<file path="src/rtl/serial_adder_pkg.sv">
// Shared state encoding for the bit-serial adder.
package serial_adder_pkg;

    localparam int unsigned STATE_W = 2;

    typedef enum logic [STATE_W-1:0] {
        S_IDLE  = 2'd0,
        S_SHIFT = 2'd1,
        S_DONE  = 2'd2
    } state_t;

endpackage

</file>
<file path="src/rtl/full_adder.sv">
// Single-bit full adder, the one arithmetic cell the serial adder reuses every cycle.
module full_adder (
    output logic sum,
    output logic cout,
    input  logic a,
    input  logic b,
    input  logic cin
);

    assign sum  = a ^ b ^ cin;
    assign cout = (a & b) | (a & cin) | (b & cin);

endmodule

</file>
<file path="src/rtl/serial_adder.sv">
// Bit-serial WIDTH-bit adder: one full_adder plus a carry register, LSB first,
// with a start/busy/done handshake.
module serial_adder
    import serial_adder_pkg::*;
#(
    parameter int unsigned WIDTH = 8
) (
    input  logic             clk,
    input  logic             rst_n,
    input  logic             start,
    input  logic [WIDTH-1:0] a_in,
    input  logic [WIDTH-1:0] b_in,
    input  logic             cin,
    output logic             busy,
    output logic             done,
    output logic [WIDTH-1:0] sum_out,
    output logic             cout
);

    localparam int unsigned CNT_W = $clog2(WIDTH);

    state_t           state;
    state_t           state_nxt;
    logic [WIDTH-1:0] a_sh;
    logic [WIDTH-1:0] b_sh;
    logic [WIDTH-1:0] res_sh;
    logic             carry;
    logic [CNT_W-1:0] cnt;
    logic             fa_sum;
    logic             fa_cout;
    logic             last_c;

    full_adder u_fa (
        .sum  (fa_sum),
        .cout (fa_cout),
        .a    (a_sh[0]),
        .b    (b_sh[0]),
        .cin  (carry)
    );

    assign last_c = (cnt == CNT_W'(WIDTH - 1));

    // State register
    always_ff @(posedge clk) begin
        if (!rst_n) begin
            state <= S_IDLE;
        end else begin
            state <= state_nxt;
        end
    end

    // Next-state logic
    always_comb begin
        state_nxt = state;
        case (state)
            S_IDLE:  if (start) state_nxt = S_SHIFT;
            S_SHIFT: if (last_c) state_nxt = S_DONE;
            S_DONE:  state_nxt = S_IDLE;
            default: state_nxt = S_IDLE;
        endcase
    end

    // Datapath and registered handshake outputs; busy/done track the next state
    // so they are aligned with, and as clean as, the state register itself.
    always_ff @(posedge clk) begin
        if (!rst_n) begin
            a_sh    <= '0;
            b_sh    <= '0;
            res_sh  <= '0;
            carry   <= 1'b0;
            cnt     <= '0;
            sum_out <= '0;
            cout    <= 1'b0;
            busy    <= 1'b0;
            done    <= 1'b0;
        end else begin
            busy <= (state_nxt == S_SHIFT);
            done <= (state_nxt == S_DONE);
            case (state)
                S_IDLE: begin
                    if (start) begin
                        a_sh   <= a_in;
                        b_sh   <= b_in;
                        carry  <= cin;
                        cnt    <= '0;
                        res_sh <= '0;
                    end
                end
                S_SHIFT: begin
                    carry  <= fa_cout;
                    res_sh <= {fa_sum, res_sh[WIDTH-1:1]};
                    a_sh   <= a_sh >> 1;
                    b_sh   <= b_sh >> 1;
                    // Hold the counter on the final bit so it never wraps.
                    if (last_c) begin
                        sum_out <= {fa_sum, res_sh[WIDTH-1:1]};
                        cout    <= fa_cout;
                    end else begin
                        cnt <= cnt + CNT_W'(1);
                    end
                end
                default: ;
            endcase
        end
    end

endmodule

</file>
<file path="config.mk">
export PLATFORM = sky130hd
export DESIGN_NAME = serial_adder
export DESIGN_NICKNAME = d
export VERILOG_FILES = /design/src/rtl/serial_adder_pkg.sv /design/src/rtl/full_adder.sv /design/src/rtl/serial_adder.sv
export SDC_FILE = /design/constraint.sdc
export NUM_CORES = 1
export LEC_CHECK = 0
export CORE_MARGIN = 4
export CORE_UTILIZATION = 54
export CTS_CLUSTER_DIAMETER = 60
export DETAILED_ROUTE_END_ITERATION = 7
export GPL_TIMING_DRIVEN = 0
export PLACE_DENSITY_LB_ADDON = 0.08
export SYNTH_ARGS = -nofsm -noshare
export SYNTH_HDL_FRONTEND = slang
export SYNTH_HIERARCHICAL = 1
export SYNTH_SLANG_ARGS = --single-unit
</file>
<file path="constraint.sdc">
create_clock -name clk -period 2.14 [get_ports clk]
set_input_delay 0.535 -clock clk [delete_from_list [all_inputs] [get_ports clk]]
set_output_delay 0.535 -clock clk [all_outputs]
set_load 0.1 [all_outputs]
</file>
==> impl_metrics.csv, run 1 <==
group,metric,value,unit
layout,final_cell_mix,"40 x dfxtp_1, 25 x nand2_1, 18 x clkdlybuf4s50_1",
detailed_routing,first_pass_iters,4,
hold_path,hold_path_startpoint,"sum_out[7]$_SDFFE_PN0P_",
timing,worst_slack,0.0698,ns
critical_path,cpLargestDelayFamily,"buffers and inverters",
logic_synthesis,synth_top_family_by_area,"compound AO/OA/AOI/OAI gates",
critical_path,cpMaxStageDelayCell,"clkdlybuf4s15_1",
floorplanning,rows,20,
layout,mostFrequentLayoutCell,"dfxtp_1",
detailed_routing,ant_nets,0,
clock_network,clock_sinks,40,
hold_path,hold_end,"sum_out[7]$_SDFFE_PN0P_",
floorplanning,die-area,0.00417,mm²
clock_network,insertion_delay,0.36,ns
logic_synthesis,yosysWarnings,6,
timing,setup_tns,0,ns
hold_path,hp-class,"reg2reg",
detailed_routing,viasPerCell,5.46,
logic_synthesis,synth_area,0.00173,mm²
layout,utilization,70.1,%
logic_synthesis,avgSynthCellArea,10.3,µm²
logic_synthesis,synth_compound_area_share,20.3,%
critical_path,rr_endpoint,"sum_out[4]$_SDFFE_PN0P_",
logic_synthesis,syn_nets,191,
timing,slew_viol_final,0,
grt,grt_pass1_vias,1436,
layout,insertedDiodeCount,0,
timing,clock_skew,0.00994,ns
timing,worst_pin_slew,0.955,ns
floorplanning,pin_count,31,
power,pwr_density_cell,702,mW/mm²
critical_path,path_class,"reg2out",
critical_path,arrival,1.54,ns
floorplanning,die_width,64.6,µm
clock_network,clk_pin_slew_worst_paths,0.12,ns
clock_network,cts_hold_buffers,0,
logic_synthesis,synth_adder_area_share,2.61,%
placed_design,numPortBuffers,29,
status,status,"complete, no violations",
clock_network,cts_setup_buffers,0,
detailed_routing,wirelength,3.56,mm
timing,hold_viol_final,0,
logic_synthesis,ys_seq_area_share,46.3,%
critical_path,max_stage_delay,0.82,ns
timing,fmax,483,MHz
layout,syn2layout_area_growth,23.9,%
critical_path,critPathRequiredTime,1.60,ns
clock_network,numCtsBuffers,5,
power,p_total,1500,µW
detailed_routing,post-route-drc-count,0,
clock_network,clock-root-buffer,"clkbuf_4",
logic_synthesis,synthMuxAreaShare,8.69,%
timing,maxSlewHeadroom,36.6,%
layout,nNetsFinal,227,
logic_synthesis,synth-simple-area-share,16.0,%
hold_path,holdPathStages,2,
detailed_routing,via_count,1360,
floorplanning,initial_core_util,56.6,%
power,vdd_ir_drop_max,0.000509,V
clock_network,clk_path_buf_depth,2,
detailed_routing,avgRoutedWirePerCell,14.3,µm
grt,grt_pass1_wl,6.41,mm
critical_path,cp_max_fo,2,
placed_design,dp_worst_setup_slack,0.148,ns
placed_design,hpwl,2.62,mm
critical_path,r2r_cells,5,
logic_synthesis,synth_xor_xnor_area_share,0,%
layout,final_cell_count_no_fill,249,
timing,setup_violations,0,
layout,drive_above_1_share,11.2,%
clock_network,h-tree-depth,2,
logic_synthesis,syn-instance-count,168,
critical_path,path_buf_inv,1,
logic_synthesis,ys_ff_latch,40,
critical_path,startpoint_type,"register",
critical_path,r2r_start,"cnt[0]$_SDFFE_PN0P_",
timing,fin_crit,2.07,ns
placed_design,gp_congestion,0.818,
floorplanning,design.core.area,0.00305,mm²
grt,grt_start_max_net_pins,14,
floorplanning,die_y,64.6,µm
power,p_leak,0.000942,µW
grt,antenna_found_initial,0,
grt,gr-total-overflow,0,
detailed_routing,drt-initial-drc-count,90,
timing,period_share,96.7,%
placed_design,placed_cells,241,
timing,rsz0062_at_grt,"no",
grt,track_usage,19.8,%
critical_path,endpoint_kind,"output port",
critical_path,crit_chain,"clkdlybuf4s15_1",
logic_synthesis,ys_types,28,
job,cap_viol_max_count,0,
clock_network,tritoncts,"built",
critical_path,r2r_slack,0.59,ns
worst min-delay path, delay by kind of cell (launching register included):
family             cells  cell delay [ns]
DFF                    1             0.33
AOI/OAI and AO/OA      1             0.07
and+or+nand+nor        1             0.05
worst max path at each step:
stage                                 start  depth (start not counted)    endpoint  slack, ns
CTS                 sum_out[4]$_SDFFE_PN0P_                          1  sum_out[4]       0.01
floorplan           sum_out[0]$_SDFFE_PN0P_                          0  sum_out[0]       0.68
detailed placement  sum_out[4]$_SDFFE_PN0P_                          1  sum_out[4]       0.15
finish              sum_out[3]$_SDFFE_PN0P_                          1  sum_out[3]       0.07
global placement          cout$_SDFFE_PN0P_                          1        cout       0.15
global route        sum_out[3]$_SDFFE_PN0P_                          1  sum_out[3]      0.008
synth_stat cells:
library cell  instances  share of area [%]
nand3b_2              1               0.65
a21oi_1               1               0.29
o221a_2               1               0.65
inv_1                 1               0.22
nor2b_1              10                3.6
buf_6                 5                3.3
clkbuf_1              5                1.1
nor3b_1               4                1.7
a32oi_1               2                1.0
and3_1                2               0.72
buf_2                 2               0.58
nand2_1              25                5.4
buf_4                 2               0.87
mux2i_1              15                8.7
and2b_1               1               0.43
nor2_1                1               0.22
dfxtp_1              40                 46
nor4b_1               1               0.51
and2_1                1               0.36
o21ba_2               1               0.58
fa_1                  1                1.2
a22oi_1               9                3.9
o21bai_2              1               0.65
a31oi_1               1               0.36
o211a_1              14                8.1
nand3_1               8                2.3
ha_1                  2                1.4
a21boi_0             11                4.8
cell families (layout without fill, tap and decap cells):
group	Yosys count	in the layout
DFF	40	40
buffers and inverters	15	52
AOI/OAI and AO/OA	41	41
muxes	15	15
adders and majority gates	3	3
and+or+nand+nor	54	54
state kept, by name (all words and copies together) (netlist names):
signal	flops
busy	1
sum_out	8
res_sh	7
state	2
cout	1
b_sh	8
done	1
carry	1
cnt	3
a_sh	8
per-stage QoR:
stage | hold WS [ns] | instance area, µm²
after floorplan | 0.453 | 1730
after global placement | 0.454 | 2070
after detailed placement | 0.460 | 2070
after CTS | 0.474 | 2140
after global routing | 0.509 | 2140
final | 0.475 | 2140
routing by layer:
metal / GRT usage, % / vias to the layer above / wire length (µm)
met3: 6.59 / 8 / 147
li1: - / 672 / -
met5: 0 / - / 0
met1: 22.6 / 659 / 1620
met4: 7.12 / 0 / 60
met2: 34.1 / 21 / 1730
timing repair:
item                       CTS  global route
hold endpoints to repair     0             0
setup endpoints to repair   11             9
gates resized for setup     11            11
power by group:
part           internal [µW]  switching, µW
Clock                    243            255
Combinational            108           96.9
Sequential               779           20.5
Total                   1130            372
layout make-up:
cell class / count / area (µm²)
inverter: 1 / 3.75
sequential: 40 / 801
clock buffer: 5 / 37.5
clock inverter: 3 / 42.5
tap: 44 / 55.1
multi-input combinational: 113 / 823
timing repair buffer: 29 / 278
fill: 253 / 912
buffer: 14 / 100
(Power assumes the default switching activity.)
==> inputs of run 2 (changes only) <==
- CORE_MARGIN: 4 -> 2
==> run 2 against run 1 <==
Register-to-register slack worse by 0.07 ns. Flip-flop and latch count stayed put. Combinational power about the same. Routed wire length down 2.2%. Setup slack got worse by 0.021 ns. Clock skew is 0.0011 ns higher. First-iteration DRC count fell by 14%. Count of clock-buffer cells in the layout increased by 3. Worst hold slack lost 0.0096 ns. Design area down 1.1%. Global-route usage up 1.9 points.
==> impl_metrics.csv, run 2 (synthesis results as in run 1) <==
group,metric,value,unit
layout,drive_above_1_share,9.76,%
critical_path,cp_max_fo,2,
critical_path,r2r_cells,5,
floorplanning,rows,20,
critical_path,r2r_start,"cnt[0]$_SDFFE_PN0P_",
detailed_routing,via_count,1351,
grt,grt_use_met1,26.2,%
critical_path,cpMaxStageDelayCell,"dlygate4sd2_1",
grt,grt_start_max_net_pins,12,
power,p_leak,0.000952,µW
floorplanning,pin_count,31,
critical_path,cpLargestDelayFamily,"buffers and inverters",
clock_network,insertion_delay,0.35,ns
grt,gr-total-overflow,0,
critical_path,critPathRequiredTime,1.60,ns
clock_network,cts_setup_buffers,0,
timing,clock_skew,0.0110,ns
layout,utilization,69.4,%
critical_path,crit_chain,"dlygate4sd2_1",
status,status,"complete, no violations",
critical_path,crit_cells,1,
timing,rsz0062_at_grt,"no",
floorplanning,die-area,0.00367,mm²
hold_path,holdPathStages,2,
grt,grt_pass1_wl,5.79,mm
timing,worst_pin_slew,0.961,ns
grt,busiest_layer,"met2",
layout,mostFrequentLayoutCell,"dfxtp_1",
detailed_routing,first_pass_iters,4,
hold_path,hp-class,"reg2reg",
grt,track_usage,21.7,%
timing,hold_viol_final,0,
critical_path,startpoint_type,"register",
critical_path,max_stage_delay,0.86,ns
timing,slew_viol_final,0,
critical_path,rr_endpoint,"sum_out[7]$_SDFFE_PN0P_",
timing,period_share,97.7,%
detailed_routing,post-route-drc-count,0,
layout,top_regs,"a_sh x8, b_sh x8, sum_out x8",
clock_network,cts_hold_buffers,0,
power,pwr_density_cell,664,mW/mm²
layout,syn2layout_area_growth,22.6,%
layout,insertedDiodeCount,0,
critical_path,path_buf_inv,1,
clock_network,numCtsBuffers,5,
grt,met2_usage,36.7,%
timing,setup_violations,0,
clock_network,clk_path_buf_depth,2,
timing,fin_crit,2.09,ns
detailed_routing,viasPerCell,5.43,
layout,nNetsFinal,227,
layout,final_cell_mix,"40 x dfxtp_1, 25 x nand2_1, 18 x clkdlybuf4s50_1",
timing,fmax,478,MHz
floorplanning,die_width,60.6,µm
critical_path,r2r_slack,0.52,ns
critical_path,arrival,1.56,ns
clock_network,clock_sinks,40,
detailed_routing,ant_nets,0,
floorplanning,design.core.area,0.00305,mm²
hold_path,hold_path_startpoint,"sum_out[5]$_SDFFE_PN0P_",
floorplanning,die_y,60.6,µm
job,cap_viol_max_count,0,
floorplanning,initial_core_util,56.6,%
timing,maxSlewHeadroom,36.2,%
detailed_routing,avgRoutedWirePerCell,14.0,µm
clock_network,clock-root-buffer,"clkbuf_4",
hold_path,hold_end,"sum_out[5]$_SDFFE_PN0P_",
detailed_routing,wirelength,3.48,mm
power,vdd_ir_drop_max,0.000504,V
clock_network,clk_pin_slew_worst_paths,0.11,ns
clock_network,h-tree-depth,2,
timing,setup_tns,0,ns
placed_design,numPortBuffers,29,
grt,grt_pass1_vias,1319,
critical_path,endpoint_kind,"output port",
layout,n_fill_cell,269,
clock_network,tritoncts,"built",
placed_design,hpwl,2.55,mm
placed_design,gp_congestion,0.824,
critical_path,path_class,"reg2out",
grt,use_met3,6.61,%
grt,antenna_found_initial,0,
detailed_routing,drt-initial-drc-count,77,
run 2: changes by cell type in the layout (fill, tap and decap cells not counted):
cell             previous run  this run
dlygate4sd2_1               2         7
clkbuf_1                    5         7
bufinv_16                   1         0
clkinv_2                    1         0
clkinvlp_4                  1         0
clkdlybuf4s15_1             7         3
clkbuf_2                    2         1
clkbuf_8                    0         1
run 2: how the worst max path moves through the flow:
stage / to / slack, ns / start
after floorplan: sum_out[0] / 0.68 / sum_out[0]$_SDFFE_PN0P_
after global placement: cout / 0.14 / cout$_SDFFE_PN0P_
after detailed placement: sum_out[7] / 0.15 / sum_out[7]$_SDFFE_PN0P_
after CTS: cout / 0.005 / cout$_SDFFE_PN0P_
after global routing: sum_out[2] / 0.003 / sum_out[2]$_SDFFE_PN0P_
final: sum_out[2] / 0.05 / sum_out[2]$_SDFFE_PN0P_
run 2: per-stage QoR:
step / instance area, µm² / hold slack [ns] / setup slack, ns / power (µW) / instances
2_1_floorplan: 1730 / 0.453 / 0.681 / 952 / 168
3_3_place_gp: 2070 / 0.455 / 0.143 / 1010 / 241
3_5_place_dp: 2070 / 0.458 / 0.146 / 1020 / 241
4_1_cts: 2120 / 0.471 / 0.00519 / 1420 / 249
5_1_grt: 2120 / 0.488 / 0.00313 / 1470 / 249
6_report: 2120 / 0.466 / 0.0486 / 1410 / 249
run 2: final cells by class:
type	instances	area (µm²)	share of cell area, %
repair buffers	29	277	13.1
multi-input cells	113	823	38.9
inverters	1	3.75	0.177
clock buffers	8	58.8	2.78
well taps	44	55.1	2.60
plain buffers	14	100	4.73
flip-flops and latches	40	801	37.8
run 2: timing repair:
action | CTS | global route
endpoints found under the hold margin | 0 | 0
resized for setup | 11 | 5
setup endpoints to repair | 11 | 4
run 2: layer usage:
| layer | vias up | wire length [µm] |
|---|---|---|
| li1 | 677 | - |
| met1 | 641 | 1590 |
| met2 | 27 | 1680 |
| met3 | 6 | 164 |
| met4 | 0 | 46 |
| met5 | - | 0 |
run 2: power by group:
part	switching, µW	internal, µW
combinational	96.8	109
clock	240	162
sequential	20.6	779
total	357	1050
